--- config.mk ---
export PLATFORM = sky130hd
export DESIGN_NAME = corelet_ctrl
export DESIGN_NICKNAME = d
export VERILOG_FILES = /design/src/rtl/corelet_pkg.sv /design/src/rtl/corelet_ctrl_acc_addr_gen.sv /design/src/rtl/corelet_ctrl.sv
export SDC_FILE = /design/constraint.sdc
export NUM_CORES = 1
export LEC_CHECK = 0
export ABC_AREA = 1
export CORE_MARGIN = 2
export CORE_UTILIZATION = 56
export CTS_CLUSTER_DIAMETER = 40
export DETAILED_ROUTE_END_ITERATION = 12
export PLACE_DENSITY = 0.9
export SLEW_MARGIN = 20
export SYNTH_ARGS = -nofsm -noshare
export SYNTH_HDL_FRONTEND = slang
export SYNTH_HIERARCHICAL = 1
export SYNTH_SLANG_ARGS = --single-unit
--- constraint.sdc ---
create_clock -name clk -period 4.23 [get_ports clk]
set_clock_uncertainty 0.15 [all_clocks]
set_input_delay 0.6345 -clock clk [delete_from_list [all_inputs] [get_ports clk]]
set_output_delay 0.6345 -clock clk [all_outputs]
set_load 0.02 [all_outputs]
--- src/rtl/corelet_pkg.sv ---
//------------------------------------------------------------------------------
// Package   : corelet_pkg
// Purpose   : Shared definitions for the corelet instruction sequencer:
//             instruction-word bit positions and fields, the idle value of the
//             instruction word, FSM state encoding, and a constant-evaluable
//             integer square root used to derive image widths from pixel
//             counts.
// Ports     : none (package)
// Revision  : 1.0 - initial release
//------------------------------------------------------------------------------
`default_nettype none

package corelet_pkg;

  // Instruction word layout
  localparam int INST_W            = 34;
  localparam int INST_MAC_LOAD     = 0;
  localparam int INST_MAC_EXEC     = 1;
  localparam int INST_L0_WR        = 2;
  localparam int INST_L0_RD        = 3;
  localparam int INST_OFIFO_RD     = 6;
  localparam int INST_PMEM_ADD_LSB = 7;
  localparam int INST_PMEM_ADD_MSB = 17;
  localparam int INST_PMEM_WEN_N   = 18;
  localparam int INST_PMEM_CEN_N   = 19;
  localparam int INST_XMEM_ADD_LSB = 20;
  localparam int INST_XMEM_ADD_MSB = 30;
  localparam int INST_XMEM_WEN_N   = 31;
  localparam int INST_XMEM_CEN_N   = 32;
  localparam int INST_ACC          = 33;

  // Both SRAMs deselected (cen_n/wen_n high), every strobe low:
  // bits 18, 19, 31 and 32 set.
  localparam logic [INST_W-1:0] INST_IDLE = 34'h1_800C_0000;

  // FSM state encoding
  localparam int            ST_W     = 4;
  localparam logic [ST_W-1:0] ST_IDLE  = 4'd0;
  localparam logic [ST_W-1:0] ST_K_L0  = 4'd1;
  localparam logic [ST_W-1:0] ST_K_ARR = 4'd2;
  localparam logic [ST_W-1:0] ST_A_L0  = 4'd3;
  localparam logic [ST_W-1:0] ST_EXEC  = 4'd4;
  localparam logic [ST_W-1:0] ST_WAIT  = 4'd5;
  localparam logic [ST_W-1:0] ST_DRAIN = 4'd6;
  localparam logic [ST_W-1:0] ST_ACC   = 4'd7;
  localparam logic [ST_W-1:0] ST_FIN   = 4'd8;

  typedef enum logic [ST_W-1:0] {
    S_IDLE  = ST_IDLE,
    S_K_L0  = ST_K_L0,
    S_K_ARR = ST_K_ARR,
    S_A_L0  = ST_A_L0,
    S_EXEC  = ST_EXEC,
    S_WAIT  = ST_WAIT,
    S_DRAIN = ST_DRAIN,
    S_ACC   = ST_ACC,
    S_FIN   = ST_FIN
  } state_t;

  // Floor square root; used only on parameters at elaboration.
  function automatic int isqrt(input int n);
    int r;
    r = 0;
    while ((r + 1) * (r + 1) <= n) r++;
    return r;
  endfunction

endpackage

`default_nettype wire

--- src/rtl/corelet_ctrl_acc_addr_gen.sv ---
//------------------------------------------------------------------------------
// Module    : acc_addr_gen
// Purpose   : Combinational pmem address for the partial-sum accumulation
//             pass: output pixel o and kernel position k map to
//             k*NIJ + (o/OW + k/KW)*IW + (o%OW + k%KW), where IW and OW are
//             the input and output image widths and KW = IW-OW+1 is the kernel
//             width. Present only when CORELET_CTRL_ACC_EN is defined.
// Ports     : o_i    in  O_W     output pixel index
//             k_i    in  K_W     kernel position index
//             addr_o out ADDR_W  pmem read address
// Revision  : 1.0 - initial release
//------------------------------------------------------------------------------
`default_nettype none

`ifdef CORELET_CTRL_ACC_EN
module acc_addr_gen
  import corelet_pkg::*;
#(
  parameter int NIJ    = 36,
  parameter int ONIJ   = 16,
  parameter int ADDR_W = 11,
  parameter int O_W    = 4,
  parameter int K_W    = 4
) (
  input  logic [O_W-1:0]    o_i,
  input  logic [K_W-1:0]    k_i,
  output logic [ADDR_W-1:0] addr_o
);

  typedef logic [ADDR_W-1:0] addr_t;

  localparam int IW = isqrt(NIJ);
  localparam int OW = isqrt(ONIJ);
  localparam int KW = IW - OW + 1;

  always_comb begin
    addr_o = addr_t'(k_i) * addr_t'(NIJ)
           + (addr_t'(o_i / OW) + addr_t'(k_i / KW)) * addr_t'(IW)
           + addr_t'(o_i % OW) + addr_t'(k_i % KW);
  end

endmodule
`endif

`default_nettype wire

--- src/rtl/corelet_ctrl.sv ---
//------------------------------------------------------------------------------
// Module    : corelet_ctrl
// Purpose   : Instruction sequencer for one 3x3-kernel convolution tile. Per
//             kernel position it loads kernel words to L0 and into the array,
//             streams activations, executes, flushes the array and drains the
//             OFIFO into pmem. Optional macro CORELET_CTRL_ACC_EN adds a final
//             pass that sums partial results from pmem through the SFP.
// Ports     : clk   in  1   clock
//             reset in  1   asynchronous active-low reset
//             start in  1   one-cycle pulse, starts a tile when idle
//             inst  out 34  corelet/SRAM instruction word (registered)
//             busy  out 1   tile in progress (registered)
//             done  out 1   one-cycle completion pulse (registered)
//             kij   out 4   current kernel position (registered)
// Revision  : 1.0 - initial release
//------------------------------------------------------------------------------
`default_nettype none

module corelet_ctrl
  import corelet_pkg::*;
#(
  parameter int                ROW      = 8,
  parameter int                COL      = 8,
  parameter int                ADDR_W   = 11,
  parameter int                KIJ      = 9,
  parameter int                NIJ      = 36,
  parameter int                ONIJ     = 16,
  parameter logic [ADDR_W-1:0] KBASE    = 11'd1024,
  parameter logic [ADDR_W-1:0] ACC_BASE = 11'd1024
) (
  input  logic              clk,
  input  logic              reset,
  input  logic              start,
  output logic [INST_W-1:0] inst,
  output logic              busy,
  output logic              done,
  output logic [3:0]        kij
);

  localparam int CNT_W = 8;
  typedef logic [CNT_W-1:0]  cnt_t;
  typedef logic [ADDR_W-1:0] addr_t;

  // Last phase-counter value of each state
  localparam cnt_t C_KL0_END   = cnt_t'(COL);
  localparam cnt_t C_KARR_END  = cnt_t'(COL - 1);
  localparam cnt_t C_AL0_END   = cnt_t'(NIJ);
  localparam cnt_t C_EXEC_END  = cnt_t'(NIJ - 1);
  localparam cnt_t C_WAIT_END  = cnt_t'(ROW + COL - 1);
  localparam cnt_t C_DRAIN_END = cnt_t'(NIJ);
  localparam cnt_t C_COL       = cnt_t'(COL);
  localparam cnt_t C_NIJ       = cnt_t'(NIJ);
  localparam logic [3:0] KIJ_LAST = 4'(KIJ - 1);

  // Elaboration-time sanity on the parameter set
  if (ADDR_W != 11) begin : g_chk_addr_w
    $error("corelet_ctrl: instruction word fields are 11 bits wide");
  end
  if (KIJ * NIJ > (1 << ADDR_W)) begin : g_chk_pmem_fit
    $error("corelet_ctrl: KIJ*NIJ partial sums do not fit in pmem");
  end
  if (ONIJ > NIJ || int'(ACC_BASE) + ONIJ > (1 << ADDR_W)) begin : g_chk_onij
    $error("corelet_ctrl: ONIJ/ACC_BASE out of range");
  end

  state_t            state_q, state_d;
  cnt_t              cnt_q, cnt_d;
  logic [3:0]        kij_q, kij_d;
  logic [INST_W-1:0] inst_q, inst_d;
  logic              busy_q, busy_d;
  logic              done_q, done_d;

`ifdef CORELET_CTRL_ACC_EN
  localparam int   O_W       = (ONIJ > 1) ? $clog2(ONIJ) : 1;
  localparam cnt_t C_ACC_END = cnt_t'(KIJ + 1);
  localparam cnt_t C_KIJ     = cnt_t'(KIJ);
  localparam logic [O_W-1:0] O_LAST = O_W'(ONIJ - 1);

  logic [O_W-1:0]    o_q, o_d;
  logic [ADDR_W-1:0] acc_addr;

  acc_addr_gen #(
    .NIJ    (NIJ),
    .ONIJ   (ONIJ),
    .ADDR_W (ADDR_W),
    .O_W    (O_W),
    .K_W    (4)
  ) u_acc_addr_gen (
    .o_i    (o_d),
    .k_i    (cnt_d[3:0]),
    .addr_o (acc_addr)
  );
`endif

  // Next state. The phase counter restarts at zero on every transition.
  always_comb begin
    state_d = state_q;
    cnt_d   = cnt_q + cnt_t'(1);
    kij_d   = kij_q;
`ifdef CORELET_CTRL_ACC_EN
    o_d     = o_q;
`endif
    case (state_q)
      S_IDLE: begin
        cnt_d = '0;
        if (start) begin
          state_d = S_K_L0;
          kij_d   = '0;
        end
      end
      S_K_L0:  if (cnt_q == C_KL0_END)  begin state_d = S_K_ARR; cnt_d = '0; end
      S_K_ARR: if (cnt_q == C_KARR_END) begin state_d = S_A_L0;  cnt_d = '0; end
      S_A_L0:  if (cnt_q == C_AL0_END)  begin state_d = S_EXEC;  cnt_d = '0; end
      S_EXEC:  if (cnt_q == C_EXEC_END) begin state_d = S_WAIT;  cnt_d = '0; end
      S_WAIT:  if (cnt_q == C_WAIT_END) begin state_d = S_DRAIN; cnt_d = '0; end
      S_DRAIN: begin
        if (cnt_q == C_DRAIN_END) begin
          cnt_d = '0;
          if (kij_q != KIJ_LAST) begin
            state_d = S_K_L0;
            kij_d   = kij_q + 4'd1;
          end else begin
`ifdef CORELET_CTRL_ACC_EN
            state_d = S_ACC;
            o_d     = '0;
`else
            state_d = S_FIN;
`endif
          end
        end
      end
`ifdef CORELET_CTRL_ACC_EN
      // One output pixel per KIJ+2 cycles: KIJ reads, one write, one clear.
      S_ACC: begin
        if (cnt_q == C_ACC_END) begin
          cnt_d = '0;
          if (o_q == O_LAST) state_d = S_FIN;
          else               o_d     = o_q + 1'b1;
        end
      end
`endif
      S_FIN: begin
        state_d = S_IDLE;
        cnt_d   = '0;
      end
      default: begin
        state_d = S_IDLE;
        cnt_d   = '0;
      end
    endcase
  end

  // Output decode from the next state so the registered outputs line up with
  // the state they describe. Reads issue on phase 0..N-1; the consumer strobe
  // follows on phase 1..N to cover the one-cycle SRAM read latency.
  always_comb begin
    inst_d = INST_IDLE;
    case (state_d)
      S_K_L0: begin
        if (cnt_d < C_COL) begin
          inst_d[INST_XMEM_CEN_N] = 1'b0;
          inst_d[INST_XMEM_ADD_MSB:INST_XMEM_ADD_LSB] =
            KBASE + addr_t'(kij_d) * addr_t'(COL) + addr_t'(cnt_d);
        end
        inst_d[INST_L0_WR] = (cnt_d != '0);
      end
      S_K_ARR: begin
        inst_d[INST_L0_RD]    = 1'b1;
        inst_d[INST_MAC_LOAD] = 1'b1;
      end
      S_A_L0: begin
        if (cnt_d < C_NIJ) begin
          inst_d[INST_XMEM_CEN_N] = 1'b0;
          inst_d[INST_XMEM_ADD_MSB:INST_XMEM_ADD_LSB] = addr_t'(cnt_d);
        end
        inst_d[INST_L0_WR] = (cnt_d != '0);
      end
      S_EXEC: begin
        inst_d[INST_L0_RD]    = 1'b1;
        inst_d[INST_MAC_EXEC] = 1'b1;
      end
      S_DRAIN: begin
        inst_d[INST_OFIFO_RD] = (cnt_d < C_NIJ);
        if (cnt_d != '0) begin
          inst_d[INST_PMEM_CEN_N] = 1'b0;
          inst_d[INST_PMEM_WEN_N] = 1'b0;
          inst_d[INST_PMEM_ADD_MSB:INST_PMEM_ADD_LSB] =
            addr_t'(kij_d) * addr_t'(NIJ) + addr_t'(cnt_d) - addr_t'(1);
        end
      end
`ifdef CORELET_CTRL_ACC_EN
      S_ACC: begin
        if (cnt_d < C_KIJ) begin
          inst_d[INST_PMEM_CEN_N] = 1'b0;
          inst_d[INST_PMEM_ADD_MSB:INST_PMEM_ADD_LSB] = acc_addr;
        end else if (cnt_d == C_KIJ) begin
          inst_d[INST_PMEM_CEN_N] = 1'b0;
          inst_d[INST_PMEM_WEN_N] = 1'b0;
          inst_d[INST_PMEM_ADD_MSB:INST_PMEM_ADD_LSB] = ACC_BASE + addr_t'(o_d);
        end
        inst_d[INST_ACC] = (cnt_d != '0) && (cnt_d <= C_KIJ);
      end
`endif
      default: ;
    endcase
    busy_d = (state_d != S_IDLE) && (state_d != S_FIN);
    done_d = (state_d == S_FIN);
  end

  always_ff @(posedge clk or negedge reset) begin
    if (!reset) begin
      state_q <= S_IDLE;
      cnt_q   <= '0;
      kij_q   <= '0;
      inst_q  <= INST_IDLE;
      busy_q  <= 1'b0;
      done_q  <= 1'b0;
`ifdef CORELET_CTRL_ACC_EN
      o_q     <= '0;
`endif
    end else begin
      state_q <= state_d;
      cnt_q   <= cnt_d;
      kij_q   <= kij_d;
      inst_q  <= inst_d;
      busy_q  <= busy_d;
      done_q  <= done_d;
`ifdef CORELET_CTRL_ACC_EN
      o_q     <= o_d;
`endif
    end
  end

  assign inst = inst_q;
  assign busy = busy_q;
  assign done = done_q;
  assign kij  = kij_q;

endmodule

`default_nettype wire

==> metrics, run 1 <==
Core Box Area 5540 um2; vias after detailed routing 2851; Max rail drop VDD 0.000139 V; register area share after synthesis between 30% and 40%; yosys warns 6; Least-Margin Pin Slew approximately 0.68 ns; PwrDens approximately 190 nW/um2; Place WS around 0.14 ns; chip height 80.2 um; Tcrit/Tclk final 91.7%; initial core utilization 58.6%; CTS HTree Levels 2; crit path DAT 3.90 ns; Netlist cell types 36; Net count, final 488; Ant. Diodes 0; Mean Syn Cell Area 7.85 um2; RSZ-0062 raised after global routing false; DIE WIDTH 80.2 um; DRC viols 0; Synth area leader dfrtp_1; # rows 27; gr ovfl total 0; crit-path max FO 7; Worst Setup SP cnt_q[0]; Cell Area, Synth 3250 um2; slew margin rel. 54.3%; initial antenna violation count 0; Boundary Pins 43; cell count after placement approximately 520; Final setup viols 0; CTS root buffer clkbuf_8; hpwl dp around 5700 um; worst setup margin 0.352 ns; top cell type's share of synthesized area 33.9%; Final Hold Violating Endpoints 0; Hold Path Class input pin to async pin; DR WL/cell about 14 um; largest net degree at the start of global routing 47; Placer Congestion between 0.9 and 1; maxcap violations 0; flops & latches, synth 46; vias in the first global route 2656; Clock Pin Slew Worst Setup and Hold Paths 0.09 ns; CTS tree done; leakage power 1.96 nW; full die area between 6000 and 7000 um2; WP data required 4.26 ns; worst reg2reg startpoint cnt_q[0]; post-route insts no fill 529; initial drt markers 291; top cells by area, synth dfrtp_1 34%, ha_1 10%, nand2_1 9.4%; Setup CP Type register to register; placed cell areas approximately 3700 um2; fin. max-slew vios 0; clock sinks 46; global-route wire length before repair between 10000 and 15000 um; CTS max path bufs 2; final WL 7290 um; Async SR Flop Fraction 100%; post-CTS setup buffer count 0; Layout area overhead 16.3%; Syn Inst Count roughly 410; CP startpoint kind register; Fill cells 437; number of detailed-route iterations in the first pass 6; most frequent cells in the layout 81 x nand2_1, 66 x inv_1, 44 x dfrtp_1; max frequency 0.258 GHz; Multi-input gate area 1770 um2; Top FF cell, synth dfrtp_1; most common cell after layout, fill and taps aside nand2_1; Post-synth EDFFs 0; fin area 3780 um2; worst skew pair latency 0.31 ns; total power 0.734 mW; status finished, final reports clean; share of cells above drive strength 1 16.8%; IO Port Bufs 37; min Tclk post-route 3.88 ns; setup TNS 0 ns; vias per cell around 5.4; CP endpoint kind register; total CTS buffers 5; Detail Route Antenna Nets 0; All-Layer GR Usage roughly 24%; FF/Latch Area 1150 um2
## repair_timing
action                     4_1_cts  5_1_grt
hold buffers                     0        0
gates resized for setup          0        4
setup endpoints to repair        0        3
## stage by stage
step                      hold WS (ns)  utilization (%)
final                            0.163             68.2
after global routing             0.226             68.2
after CTS                        0.388             68.0
after detailed placement         0.460             66.4
after global placement           0.454             66.4
after floorplan                  0.189                -
## registers in the layout (all words and copies together), names as in the netlist
register and flops:
state_q 4, kij 4, inst 28, cnt_q 8
done 1, busy 1
## final timing paths
path	depth (start not counted)	slack, ns	to
setup / recovery	21	0.35	inst[16]
hold / removal	1	0.16	done
setup reg to reg	21	0.35	inst[16]
hold reg to reg	1	0.49	state_q[2]
max in group asynchronous	1	3.36	kij[2]
min in group clk	1	0.49	state_q[2]
## layer usage
metal	track usage [%]	wire, um	vias to the layer above
li1	-	-	1371
met1	29.2	3040	1344
met2	43.8	3700	109
met3	4.38	333	27
met4	7.46	216	0
met5	0	0	-
## area by class of cell
type	count	share of cell area [%]
clock buffers	5	1.82
clock inverters	3	0.563
inverters	80	7.95
multi-input cells	285	46.8
flip-flops and latches	46	30.6
well taps	72	2.39
repair buffers	38	9.94
## worst max-delay path, cell delays in order, from the launching register on
cell	delay, ns
dfrtp_1	0.42
inv_1	0.06
ha_1	0.21
nand3_1	0.17
inv_1	0.10
nand2_4	0.13
nand2_2	0.09
nand2_1	0.10
nand2_1	0.06
nand2_1	0.11
inv_1	0.09
ha_1	0.18
ha_1	0.19
ha_1	0.27
inv_1	0.04
ha_1	0.26
inv_1	0.04
ha_1	0.33
inv_1	0.08
o311ai_0	0.41
xor2_1	0.18
nor3_1	0.06
## Yosys cell counts, drive strengths merged, types with 7 or more instances
library cell and count:
nor3 7, nand3 35, buf 7, xor2 8, inv 80, nand2 93, ha 27, o21ai 12
nand4 11, a21oi 9, dfrtp 44, nor2 57
## kinds of logic after synthesis
family,after synthesis,share of synthesized area (%)
AOI/OAI and AO/OA,30,6.09
DFF,46,35.5
buffers and inverters,87,10.8
other,2,0.231
and+or+nand+nor,206,32.0
xor gates and xnor gates,14,3.78
adders and majority gates,29,11.6
## power breakdown
part / leakage, nW / total (mW) / internal [mW] / switching (mW)
Clock: 0.0441 / 0.278 / 0.116 / 0.162
Combinational: 1.32 / 0.0153 / 0.00222 / 0.0131
Sequential: 0.598 / 0.440 / 0.440 / 0.000105
Total: 1.96 / 0.734 / 0.559 / 0.175
(Power assumes the default switching activity.)
==> inputs of run 2 (changes only) <==
--- a/config.mk
+++ b/config.mk
@@ -6,11 +6,13 @@
 export NUM_CORES = 1
 export LEC_CHECK = 0
 export ABC_AREA = 1
+export CORE_ASPECT_RATIO = 1.25
 export CORE_MARGIN = 2
 export CORE_UTILIZATION = 56
 export CTS_CLUSTER_DIAMETER = 40
 export DETAILED_ROUTE_END_ITERATION = 12
 export PLACE_DENSITY = 0.9
+export RECOVER_POWER = 50
 export SLEW_MARGIN = 20
 export SYNTH_ARGS = -nofsm -noshare
 export SYNTH_HDL_FRONTEND = slang
==> run 2 against run 1 <==
Effect of this change: clock power rose by 5%; worst hold slack improved by 0.34 ns; sequential power barely moved; count of clock-buffer cells in the layout rose by 2; core utilization fell by 2.7 points; sequential share of layout area rose by 0.36 points; non-clock buffer count did not move; largest power group unchanged; the run now ends with max-capacitance violations, max-slew violations left; highest routed layer unchanged; critical path depth fell by 1; combinational power fell by 5%.
==> metrics, run 2 (synthesis results as in run 1) <==
CTS max path bufs 2 (unchanged); Setup CP Type register to register; Max rail drop VDD 0.000189 V (+36%); PwrDens 200 nW/um2 (+2.9%); NetSw 0.169 mW (-3.2%); clock sinks 46 (unchanged); IO Port Bufs 37 (unchanged); Detail Route Antenna Nets 0 (unchanged); Tcrit/Tclk final 94.1% (+2.4 points); CP endpoint kind register; gr ovfl total 0 (unchanged); CTS HTree Levels 2 (unchanged); worst skew pair latency 0.30 ns (about the same); fin. max-slew vios 47 (+47); CP startpoint kind register; hpwl dp 5960 um (+5.4%); Worst Hold End cnt_q[0]; Clock Power Share 39.1% (+1.2 points); worst reg2reg startpoint cnt_q[0]; failing checks max-capacitance violations, max-slew violations; Final Hold Violating Endpoints 0 (unchanged); vias per cell 5.42 (+0.54%); R2R setup slack 0.25 ns (-0.10 ns); All-Layer GR Usage 25.1% (+0.91 points); min Tclk post-route 3.98 ns (+0.103 ns); CTS tree done; placed cell areas 3670 um2 (-0.20%); switch share 22.7% (-1.2 points); worst setup margin 0.249 ns (-0.103 ns); number of detailed-route iterations in the first pass 4 (-2); P_int 0.577 mW (+3.3%); worst reg2reg path endpoint inst[16]; Layout area overhead 14.9%; slew margin rel. -62.8% (-120 points); Final setup viols 0 (unchanged); max reg flops 28 (unchanged); Place WS 0.0194 ns (-0.124 ns); Worst Hold Depth 1; Least-Margin Pin Slew 2.44 ns (+1.76 ns); Reg power frac 59.0% (-1.0 points); vias in the first global route 2830 (+6.6%); Net count, final 488 (unchanged); Ant. Diodes 0 (unchanged); leakage power 1.96 nW (+0.28%); combinational share of power 2.0% (about the same); vias after detailed routing 2834 (-0.60%); status finished with violations; CTS root buffer clkbuf_8; largest net degree at the start of global routing 47 (unchanged); Fill cells 485 (+11%); Worst Hold Launch cnt_q[0]; initial core utilization 57.0% (-1.7 points); final WL 7500 um (+2.9%); total power 0.746 mW (+1.7%); initial drt markers 159 (-45%); share of cells above drive strength 1 14.7% (-2.2 points); post-route insts no fill 523 (-1.1%); cts hold-fix bufs 0 (unchanged); DRC viols 0 (unchanged); WP data required 4.29 ns (+0.03 ns); most common cell after layout, fill and taps aside nand2_1; max frequency 0.251 GHz (-2.6%); crit path DAT 4.04 ns (+0.14 ns); Placer Congestion 0.917 (-1.0%); Core Box Area 5700 um2 (+2.9%); fin area 3730 um2 (-1.2%); maxcap violations 1 (+1); crit-path max FO 5 (-2); cell count after placement 515 (-1.2%); Hold Path Class register to register; initial antenna violation count 0 (unchanged); DR WL/cell 14.3 um (+4.1%); full die area 6430 um2 (about the same); Clock Pin Slew Worst Setup and Hold Paths 0.09 ns (about the same); total CTS buffers 5 (unchanged); chip height 89.2 um (+11%); Boundary Pins 43 (unchanged); most frequent cells in the layout 81 x nand2_1, 67 x inv_1, 44 x dfrtp_1; worst hold slack 0.499 ns (+0.336 ns); # rows 31 (+15%); DIE WIDTH 72.1 um (-10%); global-route wire length before repair 12400 um (+3.0%); logic depth of the worst register-to-register path 20 (-4.8%)
## run 2: changes by cell type in the layout (fill, tap and decap cells not counted), sizes merged
cell           change
buf                -2
clkbuf             +4
clkdlybuf4s50      -3
clkinv             -2
clkinvlp           -1
dlygate4sd3        +3
inv                +1
## run 2: area by class of cell
cell class,instances,area [um2],area share (%)
clock inverters,1,8.76,0.235
well taps,66,82.6,2.21
multi-input cells,285,1730,46.4
repair buffers,38,368,9.86
flip-flops and latches,46,1150,30.9
inverters,80,300,8.05
clock buffers,7,86.3,2.31
## run 2: worst max-delay path by stage
stage | slack (ns) | from | end
2_1_floorplan | 0.69 | kij[0] | inst[16]
3_3_place_gp | 0.28 | start | inst[16]
3_5_place_dp | 0.02 | start | inst[17]
4_1_cts | 0.07 | cnt_q[0] | inst[17]
5_1_grt | -0.003 | cnt_q[0] | inst[17]
6_report | 0.25 | cnt_q[0] | inst[16]
## run 2: layer usage
| metal | wire length, um | track usage, % | vias to the layer above |
|---|---|---|---|
| met2 | 4100 | 47.5 | 86 |
| met4 | 401 | 16.3 | 0 |
| met1 | 2640 | 25.2 | 1341 |
| li1 | - | - | 1374 |
| met3 | 354 | 4.28 | 33 |
| met5 | 0 | 0 | - |
## run 2: per-stage QoR
step,utilization [%],setup TNS (ns)
5_1_grt,65.5,-0.00259
2_1_floorplan,-,0
3_3_place_gp,64.3,0
6_report,65.5,0
4_1_cts,66.0,0
3_5_place_dp,64.3,0
## run 2: what timing repair did
item / in CTS / in global routing
setup endpoints to repair: 0 / 2
buffers inserted: 0 / 0
resized for setup: 0 / 4
## run 2: worst max-delay path, stage by stage, from the launching register on
cell and delay, ns:
dfrtp_1 0.43, inv_1 0.07, ha_1 0.18, nand3_1 0.13, nor2_2 0.22, nand3_1 0.16
o21ai_1 0.20, inv_1 0.10, ha_1 0.22, ha_1 0.21, ha_1 0.27, inv_1 0.04
ha_1 0.27, inv_1 0.04, ha_1 0.31, inv_1 0.08, nor3_1 0.23, nand2_1 0.09
o311ai_0 0.12, xor2_1 0.13, nor3_1 0.23
## run 2: power groups by stage
stage,Combinational [mW],Sequential [mW],Clock [mW]
finish,0.0146,0.440,0.292
global route,0.0170,0.440,0.311
CTS,0.0157,0.440,0.298
detailed placement,0.0157,0.449,0
global placement,0.0154,0.449,0
floorplan,0.00747,0.449,0
